### src/rtl/otter_intr_ctrl.sv
// otter_intr_ctrl: multi-source interrupt controller for the OTTER_MCU.
// Syncs and edge-detects IRQ lines, latches them as pending, then picks one
// by fixed priority and runs the take/service/mret handshake with the CSR.
// Ports:
//   CLK, RST     clock, synchronous active-high reset
//   IRQ_IN       raw async interrupt lines, rising-edge sensitive
//   IRQ_EN       per-source enable
//   CSR_MSTATUS  global MIE
//   BOUNDARY     MCU at instruction boundary
//   CSR_MRET     MRET executing this cycle
//   INT_TAKEN    1-cycle take pulse
//   INT_ID       index of the source taken
//   IN_SERVICE   handler active
//   PENDING      latched pending bits
module otter_intr_ctrl #(
  parameter  int NUM_SRC     = 4,
  parameter  int SYNC_STAGES = 2,
  localparam int ID_W = (NUM_SRC > 1) ? $clog2(NUM_SRC) : 1
) (
  input  logic               CLK,
  input  logic               RST,
  input  logic [NUM_SRC-1:0] IRQ_IN,
  input  logic [NUM_SRC-1:0] IRQ_EN,
  input  logic               CSR_MSTATUS,
  input  logic               BOUNDARY,
  input  logic               CSR_MRET,
  output logic               INT_TAKEN,
  output logic [ID_W-1:0]    INT_ID,
  output logic               IN_SERVICE,
  output logic [NUM_SRC-1:0] PENDING
);

  typedef enum logic [1:0] {
    IDLE    = 2'd0,
    TAKE    = 2'd1,
    SERVICE = 2'd2
  } state_t;

  state_t state;

  logic [NUM_SRC-1:0] sync_q [SYNC_STAGES];
  logic [NUM_SRC-1:0] sync;
  logic [NUM_SRC-1:0] hist;
  logic [NUM_SRC-1:0] rise;
  logic [NUM_SRC-1:0] elig;
  logic [NUM_SRC-1:0] clr;
  logic [ID_W-1:0]    winner;
  logic               take;

  always_ff @(posedge CLK) begin
    if (RST) begin
      for (int s = 0; s < SYNC_STAGES; s++)
        sync_q[s] <= '0;
      hist <= '0;
    end else begin
      sync_q[0] <= IRQ_IN;
      for (int s = 1; s < SYNC_STAGES; s++)
        sync_q[s] <= sync_q[s-1];
      hist <= sync;
    end
  end

  assign sync = sync_q[SYNC_STAGES-1];
  assign rise = sync & ~hist;
  assign elig = PENDING & IRQ_EN;
  assign take = (|elig) && CSR_MSTATUS && BOUNDARY;

  // Lowest set index wins: scan downward so the last hit is the lowest.
  always_comb begin
    winner = '0;
    for (int i = NUM_SRC - 1; i >= 0; i--)
      if (elig[i])
        winner = ID_W'(i);
  end

  always_comb begin
    clr = '0;
    if (state == TAKE)
      clr[INT_ID] = 1'b1;
  end

  // Set after clear so a fresh edge on the source being taken survives.
  always_ff @(posedge CLK) begin
    if (RST)
      PENDING <= '0;
    else
      PENDING <= (PENDING & ~clr) | rise;
  end

  always_ff @(posedge CLK) begin
    if (RST) begin
      state      <= IDLE;
      INT_TAKEN  <= 1'b0;
      IN_SERVICE <= 1'b0;
      INT_ID     <= '0;
    end else begin
      unique case (state)
        IDLE: begin
          if (take) begin
            state      <= TAKE;
            INT_TAKEN  <= 1'b1;
            IN_SERVICE <= 1'b1;
            INT_ID     <= winner;
          end
        end
        TAKE: begin
          state     <= SERVICE;
          INT_TAKEN <= 1'b0;
        end
        SERVICE: begin
          if (CSR_MRET) begin
            state      <= IDLE;
            IN_SERVICE <= 1'b0;
          end
        end
        default: begin
          state      <= IDLE;
          INT_TAKEN  <= 1'b0;
          IN_SERVICE <= 1'b0;
        end
      endcase
    end
  end

endmodule

### config.mk
export PLATFORM = sky130hd
export DESIGN_NAME = otter_intr_ctrl
export DESIGN_NICKNAME = d
export VERILOG_FILES = /design/src/rtl/otter_intr_ctrl.sv
export SDC_FILE = /design/constraint.sdc
export NUM_CORES = 1
export LEC_CHECK = 0
export CORE_UTILIZATION = 40
export DETAILED_ROUTE_END_ITERATION = 10
export PLACE_DENSITY = 0.71
export SLEW_MARGIN = 20
export SYNTH_ARGS = -nofsm -noshare
export SYNTH_HDL_FRONTEND = slang
export SYNTH_SLANG_ARGS = --single-unit
### constraint.sdc
create_clock -name CLK -period 0.9 [get_ports CLK]
set_input_delay 0.18 -clock CLK [delete_from_list [all_inputs] [get_ports CLK]]
set_output_delay 0.18 -clock CLK [all_outputs]
set_load 0.05 [all_outputs]
# After elaboration in Yosys (flattened, before gate mapping)
# Memories as Yosys holds them, arrays and structs flattened.
# Index checks and enable logic that the tools add are counted.
classes:
  order_cmp: 2
  div: 0
  n_reduce_logical: 9
  eq_ne: 4
  shifts: 0
  n_bitwise: 10
  n_mul: 0
  mux: 19
  n_addsub: 0
op_table:
  columns: ["operator", "count"]
  rows:
  - ["4-bit AND", 3]
  - ["2-bit 2-to-1 mux", 6]
  - ["4-bit 2-to-1 mux", 3]
  - ["4-bit inverter", 2]
  - ["1-bit 2-to-1 mux", 6]
  - ["2-bit one-hot mux with 3 select lines", 1]
  - ["2-bit AND reduction", 3]
  - ["2-bit != test, second input constant", 2]
  - ["4-bit bitwise OR", 1]
  - ["4-bit OR reduction", 1]
  - ["1-bit logical AND", 3]
  - ["2-bit by 3-bit < comparator with 1-bit output, second input constant", 1]
  - ["1-bit one-hot mux with 3 select lines", 1]
  - ["3-bit AND reduction", 1]
  - ["1-bit demux with 2-bit select", 1]
  - ["2-bit by 1-bit == test with 1-bit output, second input constant", 1]
  - ["2-bit == test, second input constant", 1]
  - ["2-bit by 1-bit greater-or-equal comparator with 1-bit output, second input constant", 1]
  - ["2-bit logical NOT", 1]
  - ["1-bit inverter", 2]
  - ["1-bit bitwise OR", 2]
  - ["1-bit one-hot mux with 2 select lines", 1]
totals:
  latchBits: 0
  output_inout_bits: 8
  input_bits: 13
  ff_bits: 14
  word_cells: 51
  mem_count: 1
  romBits: 0
  ram_bits: 8
memory_table:
  columns: ["memory", "words", "word_bits", "rd", "rd_ports_with_merged_regs", "wr", "line_no", "source"]
  rows:
  - ["sync_q", 2, 4, 2, 0, 2, "41", "logic [NUM_SRC-1:0] sync_q [SYNC_STAGES];"]

# Logic depth before layout (Yosys ltp)
depth:
  depth_word: 8
  depth_mapped: 4
  depth_no_buf: 4

# Worst setup path before layout
# No wires, ideal clock.
synth_timing:
  path_kind: "reg2reg"
  start: "register PENDING[1]"
  end: "register INT_ID[0]"
  t_arrival_ns: 1.167
  path_stages_with_launch: 4
  path_slack_ns: -0.339
  required_ns: 0.828
  period_less_slack_ns: 1.239
  setup_time_ns: 0.072
  n_path_buf: 0
  path_cell_list: "dfxtp_1 > a22o_1 > o21ai_2 > mux2i_1"
synth_via:
  elab_chain_cells: 5
  word_cells_on_any_way: 7
  classes_between: "2 x mux; 1 x bitwise; 4 x reduce/logical"
synth_lines:
  columns: ["item", "line_no", "source"]
  rows:
  - ["from (decl)", "30", "output logic [NUM_SRC-1:0] PENDING"]
  - ["from (signal assigned)", "87", "PENDING <= (PENDING & ~clr) | rise;"]
  - ["4-bit AND *", "65", "assign elig = PENDING & IRQ_EN;"]
  - ["4-bit OR reduction", "66", "assign take = (|elig) && CSR_MSTATUS && BOUNDARY;"]
  - ["1-bit logical AND (2 in a row)", "66", null]
  - ["2-bit AND reduction (no source line)", null, null]
  - ["to (signal assigned)", "103", "INT_ID <= winner;"]
  - ["to (decl)", "28", "output logic [ID_W-1:0] INT_ID,"]
# Every way passes the cells marked *; elsewhere a longest branch is shown, timed or not.
# A chain may end at the register's enable or synchronous reset.

# Worst setup path after layout
layout_timing:
  start: "register PENDING[0]"
  end: "output port PENDING[0]"
# No word-level cell between the ends.

==> metrics.cfg <==
[place]
portBuffers = 20
routabilityCongestion = 0.847
hpwlAfterDp_um = 1040
place_ws_ns = -0.473

[floorplan]
pin_count = 21
fp-row-count = 15
core_mm2 = 0.00176
initial_utilization_pct = 43.4
die_y_um = 45.8
die_x_um = 45.8
dieArea_mm2 = 0.00209

[layout]
area_growth_pct = 67.5
fillers = 137
antenna_cells = 0
nNetsFinal = 121
drive_above_1_share_pct = 42.5

[grt]
track_usage_pct = 17.7
grt_pass1_wl_um = 2590
grt_overflow_total = 0
antenna_found_initial = 0
grt_start_max_net_pins = 13
grt_pass1_vias = 645

[power_and_ir_drop]
intPower_mw = 1.33
p_leak_nw = 0.500
irDropWorstVdd_mv = 1.04
swShare_pct = 24.7
p_clk_share_pct = 24.2
pwr-share-seq_pct = 57.7
p_per_area_mw_per_mm2 = 1380
p_switching_mw = 0.437
power_frac_comb_pct = 18.1

[drt]
wl_um = 1700
drtAntennaViolNets = 0
vias = 642
via_per_inst = 4.90
routedWlPerCell_um = 13.0
drc = 0
first_pass_iters = 4
drt_iter0_drc = 9

[sta]
fin_skew_ns = 0.00474
setup_viol = 18
min_period_ns = 1.10
slew_viol_final = 0
setup_slack_ns = -0.202
rsz0062_at_grt = yes
slew_headroom_pct = 82.5
clock.fmax_ghz = 0.908
period_share_pct = 122
tightest_slew_ns = 0.261
hold_violations = 0
holdWs_ns = 0.288

[outcome]
status = complete, but fails checks
violations = negative setup slack

[flow_run]
max_cap_viol_count = 0

[hold_path]
hold_start = CSR_MSTATUS
hp-class = in2reg
hold_path_depth = 5
min_to = state[0]

[clock_network]
cts_tree = done
ctsLongestPathBuffers = 2
clock_latency_ns = 0.30
cts_buffers = 3
clk_pin_slew_ns = 0.11
root_buffer = clkbuf_4
cts_sinks = 22
htreeDepth = 1
cts_hold_buf = 0

[synthesis]
syn-instance-count = 74
yosysWarningCount = 0
syn_nets = 87
synth_seq_cells = 22
netlist_area_um2 = 766
ys_types = 22
synth_seq_area_share_pct = 57.5
synth.avg_cell_area_um2 = 10.3

[worst_setup_path]
path_cells = buf_6 -> buf_12
critPathMaxStageDelay_ns = 0.36
r2r_cells = 3
cp.required_ns = 0.72
cp_top_family = flip-flops
path_class = reg2out
cp-startpoint = PENDING[0]
r2r_setup_slack_ns = -0.18
critPathArrivalTime_ns = 0.92
crit_slowest_cell = dfxtp_4
path_max_fanout = 3
r2r_start = PENDING[1]
setup.worst_path.end_class = output pin
reg2reg_to = INT_ID[0]
crit_buf_inv = 2
startpoint_type = flop

==> repair_timing <==
item | in CTS | in global routing
endpoints found under the hold margin | 0 | 0
resized for setup | 12 | 13
setup endpoints to repair | 18 | 18
pin swaps | 6 | 6
setup buffers | 3 | 1
==> stage by stage <==
step	setup TNS, ns	utilization (%)	std cells	total power, mW	cell area, µm²
finish	-1.99	72.7	131	1.77	1280
global route	-2.63	72.7	131	1.85	1280
CTS	-2.04	69.6	131	1.76	1230
detailed placement	-5.99	65.0	125	1.34	1150
global placement	-5.85	65.0	125	1.33	1150
floorplan	-0.466	-	74	1.17	791
==> worst reg2reg max path, delay by kind of cell, from the launching register on <==
kind            cells  cell delay, ns
compound gates      2            0.44
flops               1            0.36
mux                 1            0.20
==> synthesized netlist by cell type (all sizes together) <==
master / n / area (µm²)
dfxtp: 22 / 440
nor2b: 14 / 87.6
a21oi: 8 / 40.0
nand2: 6 / 22.5
nand2b: 4 / 25.0
nor2: 3 / 11.3
o21ai: 3 / 18.8
a211o: 1 / 8.76
a211oi: 1 / 7.51
a22o: 1 / 8.76
a32oi: 1 / 8.76
and2b: 1 / 8.76
buf: 1 / 11.3
clkbuf: 1 / 3.75
mux2i: 1 / 10.0
nand3: 1 / 5.00
nand3b: 1 / 7.51
nor3: 1 / 16.3
o31ai: 1 / 7.51
or2b: 1 / 7.51
or3b: 1 / 8.76
==> worst max-delay path by stage <==
stage,end,slack (ns),cells past startpoint
floorplan,INT_ID[0],-0.16,3
detailed placement,INT_ID[0],-0.47,4
global route,PENDING[3],-0.23,2
finish,PENDING[0],-0.20,2
global placement,INT_ID[0],-0.42,4
CTS,PENDING[2],-0.21,2
==> cell usage in the layout, fill, tap and decap left out, drive strengths merged, types with 2 or more instances in the layout <==
master | synthesis | routed
dlymetal6s2s | 0 | 2
nand2 | 6 | 6
nor2b | 14 | 14
a21oi | 8 | 8
clkdlybuf4s50 | 0 | 10
dfxtp | 22 | 22
o21ai | 3 | 3
nor2 | 3 | 3
buf | 1 | 19
nand2b | 4 | 4
clkbuf | 1 | 3
==> cell type report <==
| cell class | count | area (µm²) | area share (%) |
|---|---|---|---|
| clock buffer | 3 | 22.5 | 1.76 |
| multi-input combinational | 50 | 365 | 28.5 |
| sequential | 22 | 473 | 36.9 |
| tap | 25 | 31.3 | 2.44 |
| timing repair buffer | 31 | 390 | 30.4 |
==> metal layers <==
metal  track usage [%]  wire [µm]  up-vias
met2              28.3        865       22
met1              20.0        727      297
li1                  -          -      319
met5                 0          0        -
met4              15.9         29        0
met3              2.78         74        4
==> power by group through the flow <==
stage | Clock [mW] | Sequential (mW) | Combinational, mW
2_1_floorplan | 0 | 1.10 | 0.0727
3_3_place_gp | 0 | 1.05 | 0.282
3_5_place_dp | 0 | 1.05 | 0.285
4_1_cts | 0.443 | 1.02 | 0.300
5_1_grt | 0.482 | 1.03 | 0.340
6_report | 0.428 | 1.02 | 0.321
==> sequential cells by signal (all words and copies together), names as in the netlist <==
register and count:
state 2, hist 4, INT_ID 2, INT_TAKEN 1, PENDING 4, IN_SERVICE 1
sync_q 8
==> kinds of logic after synthesis <==
group,share of synthesized area (%)
compound gates,13.1
simple gates,26.1
mux,1.31
buf+inv,1.96
flops,57.5
No activity file was read; power rests on OpenSTA's default activity.
